`config.mk`:
```
export PLATFORM = sky130hd
export DESIGN_NAME = fp_align_addsub_flat
export DESIGN_NICKNAME = d
export VERILOG_FILES = /design/src/rtl/fp_align_addsub_if.sv /design/src/rtl/fp_align_addsub.sv /design/src/flat_wrapper.sv
export SDC_FILE = /design/constraint.sdc
export NUM_CORES = 1
export LEC_CHECK = 0
export BUFFER_PORTS_ARGS = -buffer_cell sky130_fd_sc_hd__buf_2
export CAP_MARGIN = 20
export CORE_ASPECT_RATIO = 0.9
export CORE_MARGIN = 4
export CORE_UTILIZATION = 50
export CTS_CLUSTER_DIAMETER = 60
export DETAILED_ROUTE_END_ITERATION = 6
export PLACE_DENSITY = 0.81
export SLEW_MARGIN = 20
export SYNTH_ARGS = -nofsm -noshare
export SYNTH_HDL_FRONTEND = slang
export SYNTH_SLANG_ARGS = --single-unit
export TNS_END_PERCENT = 20
```
`constraint.sdc`:
```
create_clock -name clk -period 5.45 [get_ports clk]
set_clock_uncertainty 0.2 [all_clocks]
set_input_delay 0.545 -clock clk [delete_from_list [all_inputs] [get_ports clk]]
set_output_delay 0.545 -clock clk [all_outputs]
set_load 0.02 [all_outputs]
```
`src/rtl/fp_align_addsub_if.sv`:
```
// Operand/result handshake bundle for the FP add/sub alignment front end.
// Both channels use the same valid/ready rule: a transfer happens on a rising
// clock edge where valid and ready are both high; the sender holds its payload
// stable while valid is high and ready is low, and ready may depend
// combinationally on the far side's ready.
interface fp_align_addsub_if #(
  parameter int EXP_W  = 8,
  parameter int FRAC_W = 10,
  parameter int OUT_W  = FRAC_W + 2
);
  // operand channel
  logic              in_valid;
  logic              in_ready;
  logic              op_sub;
  logic              sign_a;
  logic [EXP_W-1:0]  exp_a;
  logic [FRAC_W-1:0] frac_a;
  logic              sign_b;
  logic [EXP_W-1:0]  exp_b;
  logic [FRAC_W-1:0] frac_b;
  // result channel
  logic              out_valid;
  logic              out_ready;
  logic              out_sign;
  logic [EXP_W-1:0]  out_exp;
  logic [OUT_W-1:0]  out_mantissa;
  logic              out_zero;

  // operand producer / result consumer side
  modport master (
    output in_valid, op_sub, sign_a, exp_a, frac_a, sign_b, exp_b, frac_b,
    output out_ready,
    input  in_ready,
    input  out_valid, out_sign, out_exp, out_mantissa, out_zero
  );

  // the datapath block itself
  modport slave (
    input  in_valid, op_sub, sign_a, exp_a, frac_a, sign_b, exp_b, frac_b,
    input  out_ready,
    output in_ready,
    output out_valid, out_sign, out_exp, out_mantissa, out_zero
  );
endinterface

```
`src/rtl/fp_align_addsub.sv`:
```
// Floating-point add/subtract front end: exponent compare, operand swap,
// right-alignment of the smaller mantissa, then magnitude add/subtract.
// Produces an unnormalized magnitude plus the larger exponent for the
// downstream leading-one normalizer.
//
// Pipeline: s1 captures the operand pair on accept; compare/align runs from
// s1 into the s2 register; add/sub runs from s2 into the output register.
// An operand accepted at edge N is visible on out_valid after edge N+2.
// A stalled output freezes everything behind it; each register loads only
// when it is empty or the register after it is taking its contents.
module fp_align_addsub #(
  parameter int EXP_W  = 8,
  parameter int FRAC_W = 10,
  parameter int OUT_W  = FRAC_W + 2
) (
  input  logic          clk,
  input  logic          rst_n,
  fp_align_addsub_if.slave bus
);
  localparam int MANT_W = FRAC_W + 1;

  typedef struct packed {
    logic              op_sub;
    logic              sign_a;
    logic [EXP_W-1:0]  exp_a;
    logic [FRAC_W-1:0] frac_a;
    logic              sign_b;
    logic [EXP_W-1:0]  exp_b;
    logic [FRAC_W-1:0] frac_b;
  } op_t;

  typedef struct packed {
    logic              sign_big;
    logic              eff_sub;
    logic [EXP_W-1:0]  exp_big;
    logic [MANT_W-1:0] mant_big;
    logic [MANT_W-1:0] mant_small;
  } align_t;

  typedef struct packed {
    logic              sign;
    logic [EXP_W-1:0]  exp_v;
    logic [OUT_W-1:0]  mant;
    logic              zero;
  } res_t;

  logic   s1_valid_q, s1_valid_d;
  logic   s2_valid_q, s2_valid_d;
  logic   out_valid_q, out_valid_d;
  op_t    s1_op_q, s1_op_d;
  align_t s2_al_q, s2_al_d;
  res_t   out_res_q, out_res_d;

  logic   out_load_ok, s2_load_ok, s1_load_ok;

  align_t            align_c;
  res_t              res_c;
  logic [MANT_W-1:0] mant_a, mant_b, mant_small;
  logic [EXP_W-1:0]  exp_small, exp_diff;
  logic              eff_sign_b, sign_small, a_is_big;
  logic [OUT_W-1:0]  big_ext, small_ext, mag;

  // Stall chain: a register may load when empty or when its successor drains it.
  always_comb begin
    out_load_ok = !out_valid_q || bus.out_ready;
    s2_load_ok  = !s2_valid_q  || out_load_ok;
    s1_load_ok  = !s1_valid_q  || s2_load_ok;
  end

  // Compare exponents, pick the larger operand, right-align the smaller one.
  always_comb begin
    align_c    = '0;
    mant_a     = {1'b1, s1_op_q.frac_a};
    mant_b     = {1'b1, s1_op_q.frac_b};
    eff_sign_b = s1_op_q.sign_b ^ s1_op_q.op_sub;
    // full tie keeps A as the big operand
    a_is_big   = (s1_op_q.exp_a > s1_op_q.exp_b) ||
                 ((s1_op_q.exp_a == s1_op_q.exp_b) && (mant_a >= mant_b));
    exp_small  = '0;
    mant_small = '0;
    sign_small = 1'b0;
    if (a_is_big) begin
      align_c.exp_big  = s1_op_q.exp_a;
      align_c.sign_big = s1_op_q.sign_a;
      align_c.mant_big = mant_a;
      exp_small        = s1_op_q.exp_b;
      mant_small       = mant_b;
      sign_small       = eff_sign_b;
    end else begin
      align_c.exp_big  = s1_op_q.exp_b;
      align_c.sign_big = eff_sign_b;
      align_c.mant_big = mant_b;
      exp_small        = s1_op_q.exp_a;
      mant_small       = mant_a;
      sign_small       = s1_op_q.sign_a;
    end
    exp_diff = align_c.exp_big - exp_small;
    // plain truncation: no guard/sticky bits are kept
    align_c.mant_small = (exp_diff >= EXP_W'(MANT_W)) ? '0 : (mant_small >> exp_diff);
    align_c.eff_sub    = align_c.sign_big ^ sign_small;
  end

  // Add or subtract the aligned magnitudes; an exact zero gets a clean +0 encoding.
  always_comb begin
    res_c     = '0;
    big_ext   = OUT_W'(s2_al_q.mant_big);
    small_ext = OUT_W'(s2_al_q.mant_small);
    // big >= small after the swap, so the difference never wraps
    mag        = s2_al_q.eff_sub ? (big_ext - small_ext) : (big_ext + small_ext);
    res_c.mant = mag;
    res_c.zero = (mag == '0);
    if (!res_c.zero) begin
      res_c.sign  = s2_al_q.sign_big;
      res_c.exp_v = s2_al_q.exp_big;
    end
  end

  // Next-state for valid flags and payload registers; payload holds unless loading.
  always_comb begin
    s1_valid_d  = s1_load_ok  ? bus.in_valid : s1_valid_q;
    s2_valid_d  = s2_load_ok  ? s1_valid_q   : s2_valid_q;
    out_valid_d = out_load_ok ? s2_valid_q   : out_valid_q;
    s1_op_d     = s1_op_q;
    s2_al_d     = s2_al_q;
    out_res_d   = out_res_q;
    if (s1_load_ok && bus.in_valid) begin
      s1_op_d.op_sub = bus.op_sub;
      s1_op_d.sign_a = bus.sign_a;
      s1_op_d.exp_a  = bus.exp_a;
      s1_op_d.frac_a = bus.frac_a;
      s1_op_d.sign_b = bus.sign_b;
      s1_op_d.exp_b  = bus.exp_b;
      s1_op_d.frac_b = bus.frac_b;
    end
    if (s2_load_ok && s1_valid_q) s2_al_d = align_c;
    if (out_load_ok && s2_valid_q) out_res_d = res_c;
  end

  // Pipeline registers; reset discards all in-flight data.
  always_ff @(posedge clk or negedge rst_n) begin
    if (!rst_n) begin
      s1_valid_q  <= 1'b0;
      s2_valid_q  <= 1'b0;
      out_valid_q <= 1'b0;
      s1_op_q     <= '0;
      s2_al_q     <= '0;
      out_res_q   <= '0;
    end else begin
      s1_valid_q  <= s1_valid_d;
      s2_valid_q  <= s2_valid_d;
      out_valid_q <= out_valid_d;
      s1_op_q     <= s1_op_d;
      s2_al_q     <= s2_al_d;
      out_res_q   <= out_res_d;
    end
  end

  assign bus.in_ready     = s1_load_ok;
  assign bus.out_valid    = out_valid_q;
  assign bus.out_sign     = out_res_q.sign;
  assign bus.out_exp      = out_res_q.exp_v;
  assign bus.out_mantissa = out_res_q.mant;
  assign bus.out_zero     = out_res_q.zero;
endmodule

```
`src/flat_wrapper.sv`:
```
// flat-port wrapper written by rule: the top's interface ports become plain ports
module fp_align_addsub_flat 
#(
  parameter int EXP_W  = 8,
  parameter int FRAC_W = 10,
  parameter int OUT_W  = FRAC_W + 2
)
  (clk, rst_n, bus_in_valid, bus_op_sub, bus_sign_a, bus_exp_a, bus_frac_a, bus_sign_b, bus_exp_b, bus_frac_b, bus_out_ready, bus_in_ready, bus_out_valid, bus_out_sign, bus_out_exp, bus_out_mantissa, bus_out_zero);
  fp_align_addsub_if #(.EXP_W(EXP_W), .FRAC_W(FRAC_W), .OUT_W(OUT_W)) bus_i ();
  input  logic clk;
  input  logic rst_n;
  input wire logic [$bits(bus_i.in_valid)-1:0] bus_in_valid;
  input wire logic [$bits(bus_i.op_sub)-1:0] bus_op_sub;
  input wire logic [$bits(bus_i.sign_a)-1:0] bus_sign_a;
  input wire logic [$bits(bus_i.exp_a)-1:0] bus_exp_a;
  input wire logic [$bits(bus_i.frac_a)-1:0] bus_frac_a;
  input wire logic [$bits(bus_i.sign_b)-1:0] bus_sign_b;
  input wire logic [$bits(bus_i.exp_b)-1:0] bus_exp_b;
  input wire logic [$bits(bus_i.frac_b)-1:0] bus_frac_b;
  input wire logic [$bits(bus_i.out_ready)-1:0] bus_out_ready;
  output wire logic [$bits(bus_i.in_ready)-1:0] bus_in_ready;
  output wire logic [$bits(bus_i.out_valid)-1:0] bus_out_valid;
  output wire logic [$bits(bus_i.out_sign)-1:0] bus_out_sign;
  output wire logic [$bits(bus_i.out_exp)-1:0] bus_out_exp;
  output wire logic [$bits(bus_i.out_mantissa)-1:0] bus_out_mantissa;
  output wire logic [$bits(bus_i.out_zero)-1:0] bus_out_zero;
  assign bus_i.in_valid = bus_in_valid;
  assign bus_i.op_sub = bus_op_sub;
  assign bus_i.sign_a = bus_sign_a;
  assign bus_i.exp_a = bus_exp_a;
  assign bus_i.frac_a = bus_frac_a;
  assign bus_i.sign_b = bus_sign_b;
  assign bus_i.exp_b = bus_exp_b;
  assign bus_i.frac_b = bus_frac_b;
  assign bus_i.out_ready = bus_out_ready;
  assign bus_in_ready = bus_i.in_ready;
  assign bus_out_valid = bus_i.out_valid;
  assign bus_out_sign = bus_i.out_sign;
  assign bus_out_exp = bus_i.out_exp;
  assign bus_out_mantissa = bus_i.out_mantissa;
  assign bus_out_zero = bus_i.out_zero;
  fp_align_addsub #(.EXP_W(EXP_W), .FRAC_W(FRAC_W), .OUT_W(OUT_W)) u_core (.clk(clk), .rst_n(rst_n), .bus(bus_i));
endmodule
```
# [Word level (Yosys, flattened, before mapping)]
# Index checks and enable logic that the tools add are counted.
[classes] n_addsub=3 multipliers=0 div=0 n_lt_le_gt_ge=3 eq_ne=1 shift=1 muxes=8 n_bitwise=2 n_reduce_logical=12
[ops] cell="$mux W19" n=1
[ops] cell="$add A11 B11 Y12" n=1
[ops] cell="$logic_not A12 Y1" n=1
[ops] cell="$mux W12" n=1
[ops] cell="$sub A11 B11 Y12" n=1
[ops] cell="$ge A11 B11 Y1" n=1
[ops] cell="$mux W11" n=1
[ops] cell="$shr A11 B8 Y11" n=1
[ops] cell="$mux W10" n=1
[ops] cell="$mux W9" n=1
[ops] cell="$eq A8 B8 Y1" n=1
[ops] cell="$ge A8 B4 Y1 const B" n=1
[ops] cell="$gt A8 B8 Y1" n=1
[ops] cell="$mux W8" n=1
[ops] cell="$sub A8 B8 Y8" n=1
[ops] cell="$logic_and A1 B1 Y1" n=4
[ops] cell="$logic_or A1 B1 Y1" n=4
[ops] cell="$logic_not A1 Y1" n=3
[ops] cell="$mux W1" n=2
[ops] cell="$xor A1 B1 Y1" n=2
[word_totals] register_bits=96 latch_bits=0 ram_bits=0 mem_bits_ro=0 wordCells=49 n_memories=0

# [Logic depth before layout (Yosys ltp)]
[depth] word_depth=7 ltp_mapped=19 depth_no_buf=16

# [Worst setup path before layout]
# OpenSTA, ideal clock, no wires.
[synth_path] kind="register to register" start="reg u_core.s1_op_q[12] in the netlist's numbering" end="reg u_core.s2_al_q[0] in the netlist's numbering" setup_time_ps=127 arrival_time_ps=4162 path_slack_ps=961 path_stages_with_launch=19 cell_sequence="dfrtp_1 inv_1 ha_1 buf_2 a211oi_1 o21ai_1 a21oi_1 clkbuf_1 a21oi_1 buf_2 buf_1 o31a_1 ha_1 clkbuf_1 mux4_2 a211o_1 and3_1 o31ai_1 o21ai_0"
[synth_via] elab_chain_len=7 word_cells_on_any_way=11 classes_between="1 x add/sub; 2 x order compare; 1 x eq/ne; 1 x shift; 4 x mux; 2 x reduce/logical"
[synth_rtl] item="start: declaration" line="fp_align_addsub.sv:50" source="op_t s1_op_q, s1_op_d;"
[synth_rtl] item="start signal: assignment" line="fp_align_addsub.sv:152" source="s1_op_q <= s1_op_d;"
[synth_rtl] item="branches (longest 6 deep; another with $gt A8 B8 Y1)"
[synth_rtl] item="$mux W11 (*)" line="fp_align_addsub.sv:99" source="align_c.mant_small = (exp_diff >= EXP_W'(MANT_W)) ? '0 : (mant_small >> exp_diff);"
[synth_rtl] item="end signal: assignment" line="fp_align_addsub.sv:153" source="s2_al_q <= s2_al_d;"
[synth_rtl] item="end: declaration" line="fp_align_addsub.sv:51" source="align_t s2_al_q, s2_al_d;"
# Every way passes the cells marked *.
# A chain may end at the register's enable or synchronous reset.

# [Worst setup path after layout]
[layout_path] start="reg u_core.s1_op_q[29] in the netlist's numbering" end="reg u_core.s2_al_q[0] in the netlist's numbering"
# The elaborated chain is that of the path after synthesis.

==> results by group <==
Clock network
  • Number of CTS-inserted buffers: 9
  • Root Driver: clkbuf_16
  • Hold Buf Count CTS: 1
  • Post-CTS Setup Inserts: 0
  • Worst skew pair latency: 0.36 ns
  • PostCTS Resize Cnt: 0
  • Clk slew on worst S/H paths: 0.07 ns
  • CTS tree: done
  • H-tree depth: 3
  • CTS max path bufs: 2
  • Clk sinks: 96

Critical path
  • Worst path bufs/invs: 3
  • Critical path arrival: 4.55 ns
  • Critical Path Sink: u_core.s2_al_q[0]
  • CP Data Required Time: 5.45 ns
  • Cell breakdown of the critical path: inv_1 -> ha_1 -> buf_4 -> nor2b_1 -> o21ai_1 -> a21oi_1 -> a21oi_2 -> buf_4 -> or3_1 -> a21oi_1 -> nand3b_1 -> a211oi_1 -> a32oi_1 -> o21ai_0
  • Worst r2r dst: u_core.s2_al_q[0]
  • Crit Path Max Fanout: 39
  • Worst R2R Path Depth: 14
  • RR Startpoint: u_core.s1_op_q[29]
  • Crit path launch type: flip-flop
  • R2r setup slk: 0.90 ns
  • Critical Path Stages: 14
  • Kind of cell adding the most delay to the critical path: compound AO/OA/AOI/OAI gates
  • CP max stage cell: a21oi_1
  • Max incr delay on CP: 0.75 ns
  • Crit path kind: reg2reg
  • Critical Path Source: u_core.s1_op_q[29]
  • Crit. End Element: flip-flop

Power and ir drop
  • Clock share of power: 0.183
  • Peak supply drop: 0.2566 mV
  • LEAKAGE: 3.083 nW
  • Net Sw Frac: 0.4337
  • Power density cells: 527.4 mW/mm^2
  • Net Switching: 1.566 mW
  • Internal: 2.045 mW
  • Flop pwr share: 0.288
  • Logic pwr share: 0.529

Floorplanning
  • Die area: 0.01402 sq mm
  • Die Wd: 124.4 microns
  • Die Y: 112.7 microns
  • I/O pins: 67
  • Core Box Area: 0.01167 sq mm
  • Starting density of the core: 0.5223
  • Cell row count: 37

GRT
  • Met3 usage: 0.05238
  • GR peak layer: met2
  • First-pass GRT wire length: 24470 microns
  • Met1 Use GR: 0.2836
  • Met2 usage: 0.3411
  • GR Util All Layers: 0.2102
  • Remaining Overflow, GRT: 0
  • Vias in the first global route: 4981
  • Initial antenna violation count: 0
  • Largest net degree at the start of global routing: 65

Synthesis
  • Synth Register Bits: 96
  • Synthesized instance count: 663
  • EDFF count, synth: 0
  • Syn_nets: 738
  • Synth area leaders: dfrtp_1 (39%), mux2_2 (7.6%), ha_1 (6.4%)
  • Synth Flop Type: dfrtp_1
  • Synth area leader: dfrtp_1
  • Sequential area share after synthesis: 0.3943
  • Post-Synthesis Cell Area: 0.006093 sq mm
  • Synth async-reset ratio: 1.000
  • Unique cell type count in the Yosys netlist: 63
  • Post-synth top area share: 0.3943
  • Mapped Avg Cell Area: 9.191 sq um
  • YS warnings: 0

Timing
  • Final min period: 4.546 ns
  • Worst slew pin tran: 0.9193 ns
  • Fin. Hold Viols: 0
  • Final setup TNS: 0 ns
  • Max Fclk: 220.0 MHz
  • Relative slew margins: 0.3871
  • Final worst path period share: 0.8341
  • Max Slew Vio Count: 0
  • RSZ-0062 raised after global routing: no
  • Final Setup Violations: 0

Cells and area
  • Multi-input logic area: 0.003431 sq mm
  • Most frequent cells in the layout: nand2_1 (99), dfrtp_1 (96), buf_2 (65)
  • N_diodes: 0
  • Core Util, Final: 0.5870
  • Share of cells above drive strength 1: 0.2069
  • Area Growth Syn to Fin: 12.38%
  • Final #Nets: 790
  • Layout fillers: 1042
  • Fin area: 0.006848 sq mm
  • Commonest non-fill, non-tap cell in the layout: nand2_1
  • Register area: 0.002402 sq mm

Route
  • # DRC: 0
  • Final wirelength: 14100 microns
  • Detailed-route wire length per cell: 16.10 microns
  • Vias/cell: 5.749
  • DRT Pass-1 Iters: 5
  • Vias: 5036
  • Initial DRC Count: 451
  • DRT antenna net count: 0

Place
  • PortBufs: 66
  • GPL Wtd Cong: 0.9235
  • Dpl cell area: 0.006526 sq mm
  • Hpwl dp: 10570 microns

Status
  • Status: finished, final reports clean

Run
  • Maxcap violations: 0

Worst hold path
  • Hold crit path type: in2reg
  • Hold Path Stages: 2
## per-stage QoR
stage | instances | hold slack, ns | setup WS, ns | power [mW]
final | 876 | 0.1886 | 0.9040 | 3.612
after global routing | 876 | 0.2037 | 0.5439 | 3.888
after CTS | 876 | 0.1837 | 0.9908 | 3.609
after detailed placement | 859 | 0.2647 | 1.025 | 2.936
after global placement | 859 | 0.2557 | 1.193 | 2.860
after floorplan | 663 | 0.04941 | 0.9608 | 2.489
## layer usage
layer,wire length (microns),vias up
li1,-,2468
met3,816,21
met5,0,-
met1,6565,2410
met2,6509,137
met4,211,0
## registers in the layout, indices dropped and copies added (netlist names)
signal and flops:
u_core.big_ext 11, u_core.s1_op_q 19, u_core.bus.out_exp 8, u_core.bus.out_mantissa 12, u_core.s2_valid_q 1, u_core.bus.out_zero 1, u_core.bus.out_valid 1, u_core.s1_valid_q 1
u_core.mant_a 10, u_core.bus.out_sign 1, u_core.s2_al_q 21, u_core.mant_b 10
## Yosys cell counts (all sizes together) (2+ instances only)
library cell,count
a2111oi,2
a211o,2
a211oi,6
a21o,8
a21oi,43
a221o,2
a221oi,2
a31o,2
a31oi,7
a32oi,2
and2,2
and3,3
buf,14
clkbuf,21
dfrtp,96
ha,31
inv,26
mux2,41
mux2i,18
mux4,3
nand2,99
nand2b,12
nand3,23
nand3b,2
nand4,8
nor2,42
nor2b,15
nor3,8
nor3b,2
nor4,5
o2111ai,6
o211ai,2
o21ai,53
o21bai,2
o311ai,2
o31a,2
o31ai,7
or3,6
or4,2
xnor2,22
xor2,3
## worst min-delay path by stage
stage / start / end / slack [ns]
6_report: bus_in_valid / u_core.s1_valid_q / 0.19
5_1_grt: bus_in_valid / u_core.s1_valid_q / 0.20
4_1_cts: bus_in_valid / u_core.s1_valid_q / 0.18
3_5_place_dp: u_core.bus.out_mantissa[10] / u_core.bus.out_mantissa[10] / 0.26
3_3_place_gp: u_core.bus.out_mantissa[6] / u_core.bus.out_mantissa[6] / 0.26
2_1_floorplan: rst_n / u_core.big_ext[0] / 0.05
## power by group through the flow
| stage | registers, mW | clock network, mW | logic (mW) |
|---|---|---|---|
| 2_1_floorplan | 1.09 | 0 | 1.40 |
| 3_3_place_gp | 1.04 | 0 | 1.82 |
| 3_5_place_dp | 1.06 | 0 | 1.88 |
| 4_1_cts | 1.04 | 0.673 | 1.89 |
| 5_1_grt | 1.07 | 0.709 | 2.11 |
| 6_report | 1.04 | 0.662 | 1.91 |
## logic make-up after synthesis
logic type	synth area share
flip-flops	0.3942
multiplexers	0.1164
buffers and inverters	0.04332
AND/OR/NAND/NOR	0.1807
adder cells (fa/ha/maj)	0.06694
XOR/XNOR	0.03593
AO/OA/AOI/OAI	0.1624
## final cells by class
| cell class | instances | area share |
|---|---|---|
| flip-flops and latches | 96 | 0.3508 |
| clock buffers | 10 | 0.03490 |
| well taps | 156 | 0.02850 |
| multi-input cells | 506 | 0.5010 |
| clock inverters | 6 | 0.01060 |
| inverters | 26 | 0.01425 |
| repair buffers | 76 | 0.05993 |
No activity file was read; power rests on OpenSTA's default activity.
